<file path="config.mk">
export PLATFORM = sky130hd
export DESIGN_NAME = div_restoring
export DESIGN_NICKNAME = d
export VERILOG_FILES = /design/src/rtl/div_pkg.sv /design/src/rtl/div_step.sv /design/src/rtl/div_restoring.sv
export SDC_FILE = /design/constraint.sdc
export NUM_CORES = 1
export LEC_CHECK = 0
export CAP_MARGIN = 20
export CORE_UTILIZATION = 57
export CTS_BUF_LIST = sky130_fd_sc_hd__clkbuf_16
export CTS_CLUSTER_DIAMETER = 50
export DETAILED_ROUTE_END_ITERATION = 8
export PLACE_DENSITY = 0.8
export SYNTH_ARGS = -nofsm -noshare
export SYNTH_HDL_FRONTEND = slang
export SYNTH_SLANG_ARGS = --single-unit
</file>
<file path="constraint.sdc">
create_clock -name clk -period 7.01 [get_ports clk]
set_clock_uncertainty 0.1 [all_clocks]
set_input_delay 2.103 -clock clk [delete_from_list [all_inputs] [get_ports clk]]
set_output_delay 2.103 -clock clk [all_outputs]
set_load 0.005 [all_outputs]
</file>
<file path="src/rtl/div_pkg.sv">
// Shared types and width helpers for the restoring divider.
// Default widths give an 8-by-4 bit unsigned divide.
package div_pkg;

  localparam int DIVIDEND_W_DEF = 8;
  localparam int DIVISOR_W_DEF  = 4;

  typedef enum logic [1:0] {
    IDLE = 2'd0,
    CALC = 2'd1,
    DONE = 2'd2
  } state_t;

  function automatic int cnt_width(input int w);
    return (w > 1) ? $clog2(w) : 1;
  endfunction

endpackage

</file>
<file path="src/rtl/div_step.sv">
// One combinational restoring step: shift in a dividend bit, conditionally subtract.
// Zero latency, no flow control.
module div_step #(
  parameter int DIVISOR_W = 4
) (
  input  logic [DIVISOR_W:0]   r_i,
  input  logic                 bit_i,
  input  logic [DIVISOR_W-1:0] divisor_i,
  output logic [DIVISOR_W:0]   r_o,
  output logic                 q_o
);

  localparam int RW = DIVISOR_W + 1;
  localparam int SW = DIVISOR_W + 2;

  logic [SW-1:0] shifted;
  logic [SW-1:0] dvs_ext;

  // R stays below the divisor between steps, so its MSB is always zero and the
  // wide shift only guards against truncation.
  assign shifted = {r_i, bit_i};
  assign dvs_ext = {2'b00, divisor_i};
  assign q_o     = (shifted >= dvs_ext);
  assign r_o     = RW'(q_o ? (shifted - dvs_ext) : shifted);

endmodule

</file>
<file path="src/rtl/div_restoring.sv">
// Iterative restoring divider, one quotient bit per cycle; start-to-done is DIVIDEND_W+1 cycles (1 for divide-by-zero).
// start is only sampled in IDLE; requests while busy are dropped, nothing is queued.
module div_restoring
  import div_pkg::*;
#(
  parameter int DIVIDEND_W = DIVIDEND_W_DEF,
  parameter int DIVISOR_W  = DIVISOR_W_DEF
) (
  input  logic                  clk,
  input  logic                  rst,
  input  logic                  start,
  input  logic [DIVIDEND_W-1:0] div_a,
  input  logic [DIVISOR_W-1:0]  div_b,
  output logic                  busy,
  output logic                  done,
  output logic [DIVIDEND_W-1:0] div_q,
  output logic [DIVISOR_W-1:0]  div_r,
  output logic                  div_zero
);

  localparam int              CNT_W   = cnt_width(DIVIDEND_W);
  localparam logic [CNT_W-1:0] CNT_TOP = CNT_W'(DIVIDEND_W - 1);

  state_t state_q, state_d;

  logic [DIVIDEND_W-1:0] a_q;
  logic [DIVISOR_W-1:0]  b_q;
  logic [DIVISOR_W:0]    r_q;
  logic [CNT_W-1:0]      cnt_q;
  logic [DIVIDEND_W-1:0] quo_q;
  logic                  last_q;
  logic                  zero_q;
  logic [DIVIDEND_W-1:0] quo_out_q;
  logic [DIVISOR_W-1:0]  rem_out_q;
  logic                  dz_out_q;

  logic [DIVISOR_W:0]    step_r;
  logic                  step_q;

  div_step #(
    .DIVISOR_W(DIVISOR_W)
  ) u_step (
    .r_i      (r_q),
    .bit_i    (a_q[cnt_q]),
    .divisor_i(b_q),
    .r_o      (step_r),
    .q_o      (step_q)
  );

  always_ff @(posedge clk) begin
    if (rst) begin
      state_q <= IDLE;
    end else begin
      state_q <= state_d;
    end
  end

  always_comb begin
    state_d = state_q;
    case (state_q)
      IDLE:    if (start) state_d = CALC;
      CALC:    if (last_q) state_d = DONE;
      DONE:    state_d = IDLE;
      default: state_d = IDLE;
    endcase
  end

  always_comb begin
    busy = (state_q == CALC) || (state_q == DONE);
    done = (state_q == DONE);
  end

  // A zero divisor rides through one CALC cycle with last_q already set, so
  // every result load happens on the edge that enters DONE.
  always_ff @(posedge clk) begin
    if (rst) begin
      a_q       <= '0;
      b_q       <= '0;
      r_q       <= '0;
      cnt_q     <= '0;
      quo_q     <= '0;
      last_q    <= 1'b0;
      zero_q    <= 1'b0;
      quo_out_q <= '0;
      rem_out_q <= '0;
      dz_out_q  <= 1'b0;
    end else begin
      case (state_q)
        IDLE: begin
          if (start) begin
            a_q    <= div_a;
            b_q    <= div_b;
            r_q    <= '0;
            cnt_q  <= CNT_TOP;
            quo_q  <= '0;
            zero_q <= (div_b == '0);
            last_q <= (div_b == '0);
          end
        end
        CALC: begin
          if (last_q) begin
            quo_out_q <= zero_q ? '1 : quo_q;
            rem_out_q <= zero_q ? '0 : r_q[DIVISOR_W-1:0];
            dz_out_q  <= zero_q;
            last_q    <= 1'b0;
          end else begin
            r_q   <= step_r;
            quo_q <= {quo_q[DIVIDEND_W-2:0], step_q};
            cnt_q <= cnt_q - CNT_W'(1);
            if (cnt_q == '0) last_q <= 1'b1;
          end
        end
        default: ;
      endcase
    end
  end

  assign div_q    = quo_out_q;
  assign div_r    = rem_out_q;
  assign div_zero = dz_out_q;

endmodule

</file>
==> summary.md, run 1 <==
| Metric | Value |
|---|---|
| Status | finished clean |
| Share of power burned in registers | 0.411 |
| Initial core utilization | 0.6043 |
| Sw Pwr | approximately 190 uW |
| Vias in the first global route | around 1.6k |
| # nets final | just under 300 |
| Synth Cell Area | ~2000 um2 |
| Drt via density | between 5 and 6 |
| Die ar. | 3837 um2 |
| Largest net degree at the start of global routing | 44 |
| Fraction of layout cells with a size suffix above 1 | 0.05204 |
| Total track usage | 0.2584 |
| Avg WL per Cell | approximately 14 um |
| RSZ-0062 raised after global routing | no |
| Hold_sp | div_r[2] |
| Worst-path cell chain | inv_1, ha_1, clkdlybuf4s50_1 |
| Core area | around 3400 um2 |
| CP top delay family | buffers and inverters |
| Post-synthesis sequential element count | 45 |
| CP peak stage delay | ~0.5 ns |
| Clk root buf | clkbuf_16 |
| Net Sw Frac | 0.2788 |
| Die Ht | 61.95 um |
| Post-synthesis sequential area ratio | 0.4398 |
| CTS Sinks | 45 |
| Syn nets | 267 |
| Post-synth top area cell | dfxtp_1 |
| Antenna Nets Post-Route | 0 |
| Ys Warns | 0 |
| CTS Hold Buffers Added | 0 |
| Internal Pwr Total | 501.8 uW |
| Worst Setup End Kind | primary output |
| Post-cts resize count | 0 |
| Count of input and output buffers | 29 |
| Relative max-transition margin | 0.6487 |
| Vias | approximately 1.8k |
| Post-synth EDFFs | 0 |
| Top FF cell, synth | dfxtp_1 |
| DR iter-0 viols | approximately 120 |
| Comb power frac | 0.205 |
| DIE WIDTH | approximately 62 um |
| Num rows | 21 |
| Clock share of power | 0.384 |
| Flop2flop setup slack | approximately 4.3 ns |
| CTS Buf Count | 5 |
| Critical path launch point type | flop |
| Max-slew violations | 0 |
| Worst hold-check path type | flop to flop |
| Crit share post-route | 0.5251 |
| Final estimated routing congestion in global placement | ~0.86 |
| CP bufs+invs | 2 |
| CTS tree | yes |
| Final Hold Fails | 0 |
| Leak | ~0.00093 uW |
| Reg2reg end | r_q[1] |
| Asr flop ratio synth | 0 |
| Initial antenna violation count | 0 |
| Clock buffer depth | 2 |
| Hold Path Cell Cnt | 2 |
| Setup CP Type | flop to primary output |
| Slowest CP cell | clkdlybuf4s50_1 |
| Highest Clock Rate | 0.2717 GHz |
| Synth top area share | 0.4398 |
| Ant diodes | 0 |
| Mapped Avg Cell Area | between 8 and 9 um2 |
| Later-pin clock latency in the skew report | approximately 0.29 ns |
| Hold EP | div_r[2] |
| Total congestion overflow | 0 |
| CP Data Required Time | just under 5 ns |
| First-pass GRT wire length | ~7200 um |
| Post-synthesis instance total | ~240 |
| WP data arrival | between 1 and 1.5 ns |
| Pwr dens | between 200 and 300 nW/um2 |
| Tmin final | about 3.7 ns |
| Total Wirelength | 4262 um |
| Pwr Total | slightly below 700 uW |
| Worst reg2reg path depth | 8 |
| Drc violations | 0 |
| Setup violators final | 0 |
| Worst r2r src | cnt_q[1] |
| Max-cap check violation count | 0 |
| CTS clock-pin slew for the worst setup and hold paths | ~0.060 ns |
| Post-DP HPWL | about 2800 um |
| Crit-path max FO | 3 |
| Post-synth cell types | 34 |
| Area Growth Syn to Fin | 23.64% |
| H-tree level count | 2 |
| Largest cells by area after synthesis | dfxtp_1 44%, nand2_1 7.3%, a21oi_1 7.1% |
| I/O pin cnt | 30 |
| Worst vdd ir | between 0.00015 and 0.0002 V |
| Slew @ Worst Pin | 0.5257 ns |
| Sum of negative setup slack | 0 ns |
| DRT Pass-1 Iters | 4 |
| # Post-CTS Setup Buffers | 0 |
[synthesized netlist by cell type, types with 3 or more instances]
| cell type | number |
|---|---|
| inv_1 | 9 |
| nand2_1 | 40 |
| nand3_1 | 5 |
| nor2_1 | 21 |
| clkbuf_1 | 10 |
| dfxtp_1 | 45 |
| o21ai_0 | 7 |
| and2_1 | 3 |
| nor2b_1 | 3 |
| a22oi_1 | 3 |
| ha_1 | 9 |
| nand3b_1 | 3 |
| a21oi_1 | 29 |
| nor3_1 | 19 |
| nand2b_1 | 6 |
| nand4_1 | 6 |
[layout by cell type (no fill, tap or decap), types with 7 or more instances in the layout]
| cell | synthesis | layout |
|---|---|---|
| clkdlybuf4s50_1 | 0 | 29 |
| a21oi_1 | 29 | 29 |
| nor3_1 | 19 | 19 |
| o21ai_0 | 7 | 7 |
| nand2_1 | 40 | 40 |
| ha_1 | 9 | 9 |
| nor2_1 | 21 | 21 |
| inv_1 | 9 | 9 |
| dfxtp_1 | 45 | 45 |
[worst reg2reg max path, delay by kind of cell (launching register included)]
kind                     cells  cell delay [ns]
flip-flops                   1             0.35
adder cells (fa/ha/maj)      2             0.62
multiplexers                 2             0.50
AO/OA/AOI/OAI                3             0.89
AND/OR/NAND/NOR              1             0.18
[metal layers]
metal  global-route usage  part of all wire  vias up
met5                    0                 0        -
met4               0.1079             0.017        0
met3              0.06004             0.037        7
met2               0.4438              0.49       46
met1               0.3089              0.45      843
li1                     -                 -      899
[power groups by stage]
| stage | logic (uW) | clock network (uW) | registers [uW] |
|---|---|---|---|
| floorplan | 102 | 0 | 288 |
| global placement | 138 | 0 | 291 |
| detailed placement | 139 | 0 | 292 |
| CTS | 143 | 269 | 286 |
| global route | 160 | 283 | 289 |
| finish | 143 | 267 | 286 |
[area by class of cell]
type	instances	area [um2]
clock buffers	5	125.1
repair buffers	30	297.8
multi-input cells	177	1071
well taps	46	57.56
fillers	272	857.1
clock inverters	3	46.29
inverters	9	33.78
flip-flops and latches	45	900.9
[per-stage QoR]
| stage | setup WS (ns) | utilization | cells | hold slack, ns | cell area [um2] |
|---|---|---|---|---|---|
| finish | 3.329 | 0.7471 | 315 | 0.3503 | 2532 |
| global route | 3.254 | 0.7471 | 315 | 0.3682 | 2532 |
| CTS | 3.323 | 0.7471 | 315 | 0.3511 | 2532 |
| detailed placement | 3.265 | 0.6966 | 307 | 0.3428 | 2361 |
| global placement | 3.286 | 0.6966 | 307 | 0.3377 | 2361 |
| floorplan | 3.830 | - | 242 | 0.3266 | 2048 |
[cells by family after synthesis]
group / Yosys count / synth area share
flops: 45 / 0.4398
xor+xnor: 2 / 0.008554
simple gates: 113 / 0.2682
buf+inv: 20 / 0.03726
fa+ha+maj: 10 / 0.06475
compound gates: 47 / 0.1338
mux: 5 / 0.04765
[sequential cells by signal, indices dropped and copies added (netlist names)]
register and count:
div_q 8, div_r 4, last_q 1, div_zero 1, quo_q 8, r_q 5
a_q 8, cnt_q 3, zero_q 1, state_q 2, b_q 4
[how the worst max path moves through the flow]
stage | startpoint | end | cells after the start
2_1_floorplan | div_b[0] | last_q | 4
3_3_place_gp | start | cnt_q[0] | 5
3_5_place_dp | start | cnt_q[0] | 5
4_1_cts | state_q[1] | busy | 3
5_1_grt | state_q[1] | busy | 3
6_report | state_q[1] | busy | 3
(Power assumes the default switching activity.)
==> inputs of run 2 (changes only) <==
Settings changed: CORE_UTILIZATION 57 to 48, PLACE_DENSITY 0.8 to 0.72.
Clock period 7.01 ns to 3.14 ns, I/O delays scaled along.
==> run 2 against run 1 <==
  * Die area increased by 18%
  * First-iteration DRC count decreased by 4.3%
  * Sequential cell count unchanged
  * Cell count increased by 1.6%
  * Routed wire length decreased by 6.2%
  * Non-clock buffer count increased by 1
  * Clock-buffer cell count unchanged
  * Combinational power increased by 120%
  * Sequential power increased by 120%
  * Setup slack got worse by 2.7 ns
  * Largest cell class unchanged
  * Largest power group unchanged
==> summary.md, run 2 (synthesis results as in run 1) <==
| Metric | Value |
|---|---|
| Count of input and output buffers | 29 (unchanged) |
| Clk root buf | clkbuf_16 (unchanged) |
| # nets final | 294 (was 293) |
| Setup CP Type | flop to flop (was flop to primary output) |
| DRT Pass-1 Iters | 4 (unchanged) |
| Later-pin clock latency in the skew report | 0.28 ns (was 0.29 ns) |
| Final Hold Fails | 0 (unchanged) |
| Relative max-transition margin | 0.6242 (was 0.6487) |
| Tmin final | ~2.5 ns |
| Crit-path max FO | 6 (was 3) |
| Initial antenna violation count | 0 (unchanged) |
| Final estimated routing congestion in global placement | 0.9727 (was 0.8567) |
| First-pass GRT wire length | 7113 um (was 7155 um) |
| DR iter-0 viols | 111 (was 116) |
| Initial core utilization | 0.5048 (was 0.6043) |
| Most common cell after layout, fill and taps aside | dfxtp_1 (unchanged) |
| Core area | 4058 um2 (was 3390 um2) |
| Critical path launch point type | flop (unchanged) |
| Post-DP HPWL | 2863 um (was 2824 um) |
| Status | finished clean (unchanged) |
| Sum of negative setup slack | 0 ns (unchanged) |
| RSZ-0062 raised after global routing | no (unchanged) |
| Die ar. | 4533 um2 (was 3837 um2) |
| Avg WL per Cell | 12.49 um (was 13.53 um) |
| Total Wirelength | 3997 um (was 4262 um) |
| Num rows | 23 (was 21) |
| DIE WIDTH | 67.33 um (was 61.95 um) |
| Total track usage | 0.2091 (was 0.2584) |
| Vias in the first global route | 1,557 (was 1,627) |
| Setup violators final | 0 (unchanged) |
| Vias | 1,722 (was 1,795) |
| Area Growth Syn to Fin | 23.03% (was 23.64%) |
| WP data arrival | 2.59 ns (was 1.48 ns) |
| Antenna Nets Post-Route | 0 (unchanged) |
| Fill count | 385 (was 272) |
| Worst Setup End Kind | flop (was primary output) |
| Final Cell Area | 2520 um2 (was 2532 um2) |
| Pwr dens | 580.9 nW/um2 (was 274.7 nW/um2) |
| Largest net degree at the start of global routing | 23 (was 44) |
| Clock buffer depth | 2 (unchanged) |
| CTS Buf Count | 5 (unchanged) |
| Crit share post-route | 0.7976 |
| H-tree level count | 2 (unchanged) |
| Clock share of power | 0.352 (was 0.384) |
| Share of power burned in registers | 0.435 (was 0.411) |
| Max-slew violations | 0 (unchanged) |
| Sw Pwr | 423.0 uW (was 194.0 uW) |
| Max-cap check violation count | 0 (unchanged) |
| Slew @ Worst Pin | 0.5624 ns (was 0.5257 ns) |
| Drc violations | 0 (unchanged) |
| Worst vdd ir | 0.0004188 V (was 0.0001752 V) |
| Die Ht | 67.33 um (was 61.95 um) |
| # Post-CTS Setup Buffers | 0 (unchanged) |
| CTS clock-pin slew for the worst setup and hold paths | 0.06 ns (about the same) |
| Worst reg2reg path depth | 8 (unchanged) |
| Layout Utilization | 0.6210 (was 0.7471) |
| Net Sw Frac | 0.2890 (was 0.2788) |
| Fraction of layout cells with a size suffix above 1 | 0.05556 (was 0.05204) |
| Commonest non-fill, non-tap cells in the layout | 45 x dfxtp_1, 40 x nand2_1, 29 x a21oi_1, 29 x clkdlybuf4s50_1, 21 x nor2_1 (unchanged) |
| Worst hold-check path type | flop to flop (unchanged) |
| CTS tree | yes (unchanged) |
| I/O pin cnt | 30 (unchanged) |
| CP Data Required Time | 3.22 ns (was 4.81 ns) |
| Area after DPL | 2374 um2 (was 2361 um2) |
| Ant diodes | 0 (unchanged) |
| Post-cts resize count | 0 (unchanged) |
| Total congestion overflow | 0 (unchanged) |
| Internal Pwr Total | 1041 uW (was 501.8 uW) |
| Comb power frac | 0.213 (was 0.205) |
| Drt via density | 5.381 (was 5.698) |
| Leak | 0.0009222 uW (was 0.0009272 uW) |
| CTS Sinks | 45 (unchanged) |
| Hold Path Cell Cnt | 2 (unchanged) |
| Highest Clock Rate | 0.3993 GHz |
| CTS Hold Buffers Added | 0 (unchanged) |
==> run 2: cell count changes in the layout (fill, tap and decap cells not counted), sizes merged <==
cell    delta
buf        +1
bufinv     -1
inv        +1
==> run 2: final cells by class <==
cell class,count,area (um2),share of cell area
Tap cell,50,62.56,0.02483
Clock inverter,3,21.27,0.008441
Sequential cell,45,900.9,0.3575
Multi-Input combinational cell,177,1071,0.4250
Clock buffer,5,125.1,0.04965
Timing Repair Buffer,31,305.3,0.1212
Inverter,9,33.78,0.01341
==> run 2: worst max-delay path, cell delays in order, from the launching register on <==
cell and delay, ns:
dfxtp_1 0.33, mux4_1 0.37, mux2i_4 0.09, ha_1 0.21, fa_1 0.37, nand2b_1 0.18, a21oi_1 0.32, o21ai_0 0.15
a32o_1 0.26
==> run 2: power by group through the flow <==
stage / Sequential, uW / Combinational [uW] / Clock [uW]
floorplan: 643 / 229 / 0
global placement: 649 / 311 / 0
detailed placement: 650 / 311 / 0
CTS: 637 / 314 / 526
global route: 643 / 356 / 554
finish: 637 / 312 / 515
==> run 2: path summary, 6_finish.rpt <==
| path | startpoint | to | slack [ns] |
|---|---|---|---|
| setup / recovery | cnt_q[1] | r_q[1] | 0.64 |
| hold / removal | a_q[0] | a_q[0] | 0.35 |
| setup reg to reg | cnt_q[1] | r_q[1] | 0.64 |
| hold reg to reg | a_q[0] | a_q[0] | 0.35 |
==> run 2: per-layer routing <==
metal  share of wire  vias to the layer above  track usage
met5               0                        -            0
met4          0.0083                        0      0.05053
met3           0.046                        6      0.06081
met2            0.47                       41       0.3550
met1            0.48                      771       0.2580
li1                -                      904            -
==> run 2: through the flow <==
step	worst slack (ns)	std cells	total power, uW	hold slack (ns)
2_1_floorplan	0.7794	242	871.4	0.3266
3_3_place_gp	0.5508	312	960.6	0.3382
3_5_place_dp	0.5493	312	961.8	0.3460
4_1_cts	0.6188	320	1478	0.3549
5_1_grt	0.4355	320	1553	0.3756
6_report	0.6355	320	1464	0.3508
==> inputs of run 3 (changes only) <==
Clock period 3.14 ns to 2.2 ns, I/O delays scaled along.
==> run 3 against run 2 <==
  * The run now ends with setup timing left
  * Fmax is 11% higher
  * Routed wire length grew 10%
  * Non-clock buffer count is 18 higher
  * Cell area up 7.4%
  * Die area did not move
  * Register-to-register slack got worse by 0.69 ns
  * Global-route usage is 0.96 points higher
  * Sequential share of layout area decreased by 2.3 points
  * Power up 52%
  * Clock power up 41%
  * Sequential power rose by 43%
  * Critical endpoint is now r_q[3]
  * Largest cell class unchanged
==> summary.md, run 3 (synthesis results as in run 1) <==
| Metric | Value |
|---|---|
| Worst vdd ir | 0.0004562 V (was 0.0004188 V) |
| Critical path launch point type | flop (unchanged) |
| # nets final | 312 (was 294) |
| Relative max-transition margin | 0.6123 (was 0.6242) |
| Worst hold-check path type | flop to flop (unchanged) |
| Largest net degree at the start of global routing | 30 (was 23) |
| Max-slew violations | 0 (unchanged) |
| CP Data Required Time | 2.27 ns (was 3.22 ns) |
| Highest Clock Rate | 0.4443 GHz (was 0.3993 GHz) |
| Crit-path max FO | 5 (was 6) |
| Worst Setup End Kind | flop (unchanged) |
| Fraction of layout cells with a size suffix above 1 | 0.1528 (was 0.05556) |
| Area Growth Syn to Fin | 32.13% (was 23.03%) |
| Drc violations | 0 (unchanged) |
| Clk root buf | clkbuf_16 (unchanged) |
| Max-cap check violation count | 0 (unchanged) |
| Die Ht | 67.33 um (unchanged) |
| Crit share post-route | 1.023 (was 0.7976) |
| Final Cell Area | 2706 um2 (was 2520 um2) |
| Fill count | 350 (was 385) |
| Slew @ Worst Pin | 0.5735 ns (was 0.5624 ns) |
| CTS Sinks | 45 (unchanged) |
| CTS Hold Buffers Added | 0 (unchanged) |
| Worst Setup Slack, final | -0.05066 ns (was 0.6355 ns) |
| Final Hold Fails | 0 (unchanged) |
| Initial antenna violation count | 0 (unchanged) |
| Die ar. | 4533 um2 (unchanged) |
| CTS Buf Count | 5 (unchanged) |
| Count of input and output buffers | 29 (unchanged) |
| Slowest CP cell | mux4_2 (was mux4_1) |
| Most common cell after layout, fill and taps aside | dfxtp_1 (unchanged) |
| Sum of negative setup slack | -0.09182 ns (was 0 ns) |
| I/O pin cnt | 30 (unchanged) |
| Pwr dens | 822.1 nW/um2 (was 580.9 nW/um2) |
| First-pass GRT wire length | 7341 um (was 7113 um) |
| Vias in the first global route | 1,609 (was 1,557) |
| Antenna Nets Post-Route | 0 (unchanged) |
| Avg WL per Cell | 13.04 um (was 12.49 um) |
| Status | complete, but fails checks (was finished clean) |
| Total Wirelength | 4406 um (was 3997 um) |
| WP data arrival | 2.32 ns (was 2.59 ns) |
| CTS clock-pin slew for the worst setup and hold paths | 0.06 ns (about the same) |
| Drt via density | 5.373 (was 5.381) |
| DIE WIDTH | 67.33 um (unchanged) |
| DR iter-0 viols | 81 (was 111) |
| RSZ-0062 raised after global routing | yes (was no) |
| Setup violators final | 3 (was 0) |
| Total congestion overflow | 0 (unchanged) |
| Failing checks | setup timing |
| CP bufs+invs | 1 (was 0) |
| Num rows | 23 (unchanged) |
| H-tree level count | 2 (unchanged) |
| Core area | 4058 um2 (unchanged) |
| CTS tree | yes (unchanged) |
| Leak | 0.001014 uW (was 0.0009222 uW) |
| Setup CP Type | flop to flop (unchanged) |
| Ant diodes | 0 (unchanged) |
| Final estimated routing congestion in global placement | 0.8701 (was 0.9727) |
| Area after DPL | 2479 um2 (was 2374 um2) |
| Post-DP HPWL | 3039 um (was 2863 um) |
| Initial core utilization | 0.5048 (unchanged) |
| CP peak stage delay | 0.36 ns (was 0.37 ns) |
| Vias | 1,816 (was 1,722) |
| Final hold slack | 0.3527 ns (was 0.3508 ns) |
| CP top delay family | adder cells (was compound AO/OA/AOI/OAI gates) |
| Worst-path cell chain | mux4_2, mux2i_4, ha_4, fa_2, nand2b_4, a21o_4, buf_6, a32oi_2, o21ai_1 (was mux4_1, mux2i_4, ha_1, fa_1, nand2b_1, a21oi_1, o21ai_0, a32o_1) |
| Commonest non-fill, non-tap cells in the layout | 42 x dfxtp_1, 40 x nand2_1, 28 x a21oi_1, 28 x clkdlybuf4s50_1, 21 x nor2_1 (was 45 x dfxtp_1, 40 x nand2_1, 29 x a21oi_1, 29 x clkdlybuf4s50_1, 21 x nor2_1) |
| Total track usage | 0.2187 (was 0.2091) |
| Clock buffer depth | 2 (unchanged) |
| DRT Pass-1 Iters | 4 (unchanged) |
| Later-pin clock latency in the skew report | 0.29 ns (was 0.28 ns) |
| Tmin final | 2.251 ns (was 2.504 ns) |
run 3: per-stage QoR:
stage | power [uW] | std cells | utilization | worst slack [ns]
CTS | 2189 | 338 | 0.6580 | -0.1352
global route | 2338 | 338 | 0.6670 | -0.1268
floorplan | 1257 | 242 | - | -0.03431
global placement | 1431 | 325 | 0.6109 | -0.08469
finish | 2225 | 338 | 0.6670 | -0.05066
detailed placement | 1438 | 325 | 0.6109 | -0.1506
run 3: routing by layer:
layer,part of all wire,GRT usage,vias to the layer above
met3,0.032,0.05068,8
met5,0,0,-
met4,0.019,0.08777,0
met2,0.47,0.3350,29
li1,-,-,937
met1,0.48,0.2953,842
run 3: worst paths after layout:
kind / startpoint / endpoint / slack (ns) / cells after the start
min reg2reg: div_zero / div_zero / 0.35 / 2
min: div_zero / div_zero / 0.35 / 2
max: cnt_q[1] / r_q[3] / -0.05 / 9
max reg2reg: cnt_q[1] / r_q[3] / -0.05 / 9
run 3: power by group:
| part | switching (uW) | internal (uW) | leakage, uW |
|---|---|---|---|
| Sequential | 40.8 | 870 | 0.000367 |
| Combinational | 299 | 287 | 0.000576 |
| Clock | 311 | 417 | 0.0000712 |
| Total | 651 | 1570 | 0.00101 |
run 3: worst min-delay path, cell delays in order (launching register included):
cell	delay [ns]
dfxtp_1	0.31
nand2_1	0.05
a21oi_1	0.05
run 3: timing repair:
action                                  CTS  global route
gates resized for setup                   6             9
pin swaps                                 9             2
endpoints found under the setup margin    6             6
endpoints found under the hold margin     0             0
buffers inserted                          5             0
run 3: cell type report:
type / count / area, um2 / area share
Multi-Input combinational cell: 177 / 1116 / 0.4124
Timing Repair Buffer: 49 / 446.7 / 0.1650
Tap cell: 50 / 62.56 / 0.02312
Sequential cell: 45 / 904.6 / 0.3343
Clock inverter: 3 / 17.52 / 0.006472
Clock buffer: 5 / 125.1 / 0.04623
Inverter: 9 / 33.78 / 0.01248
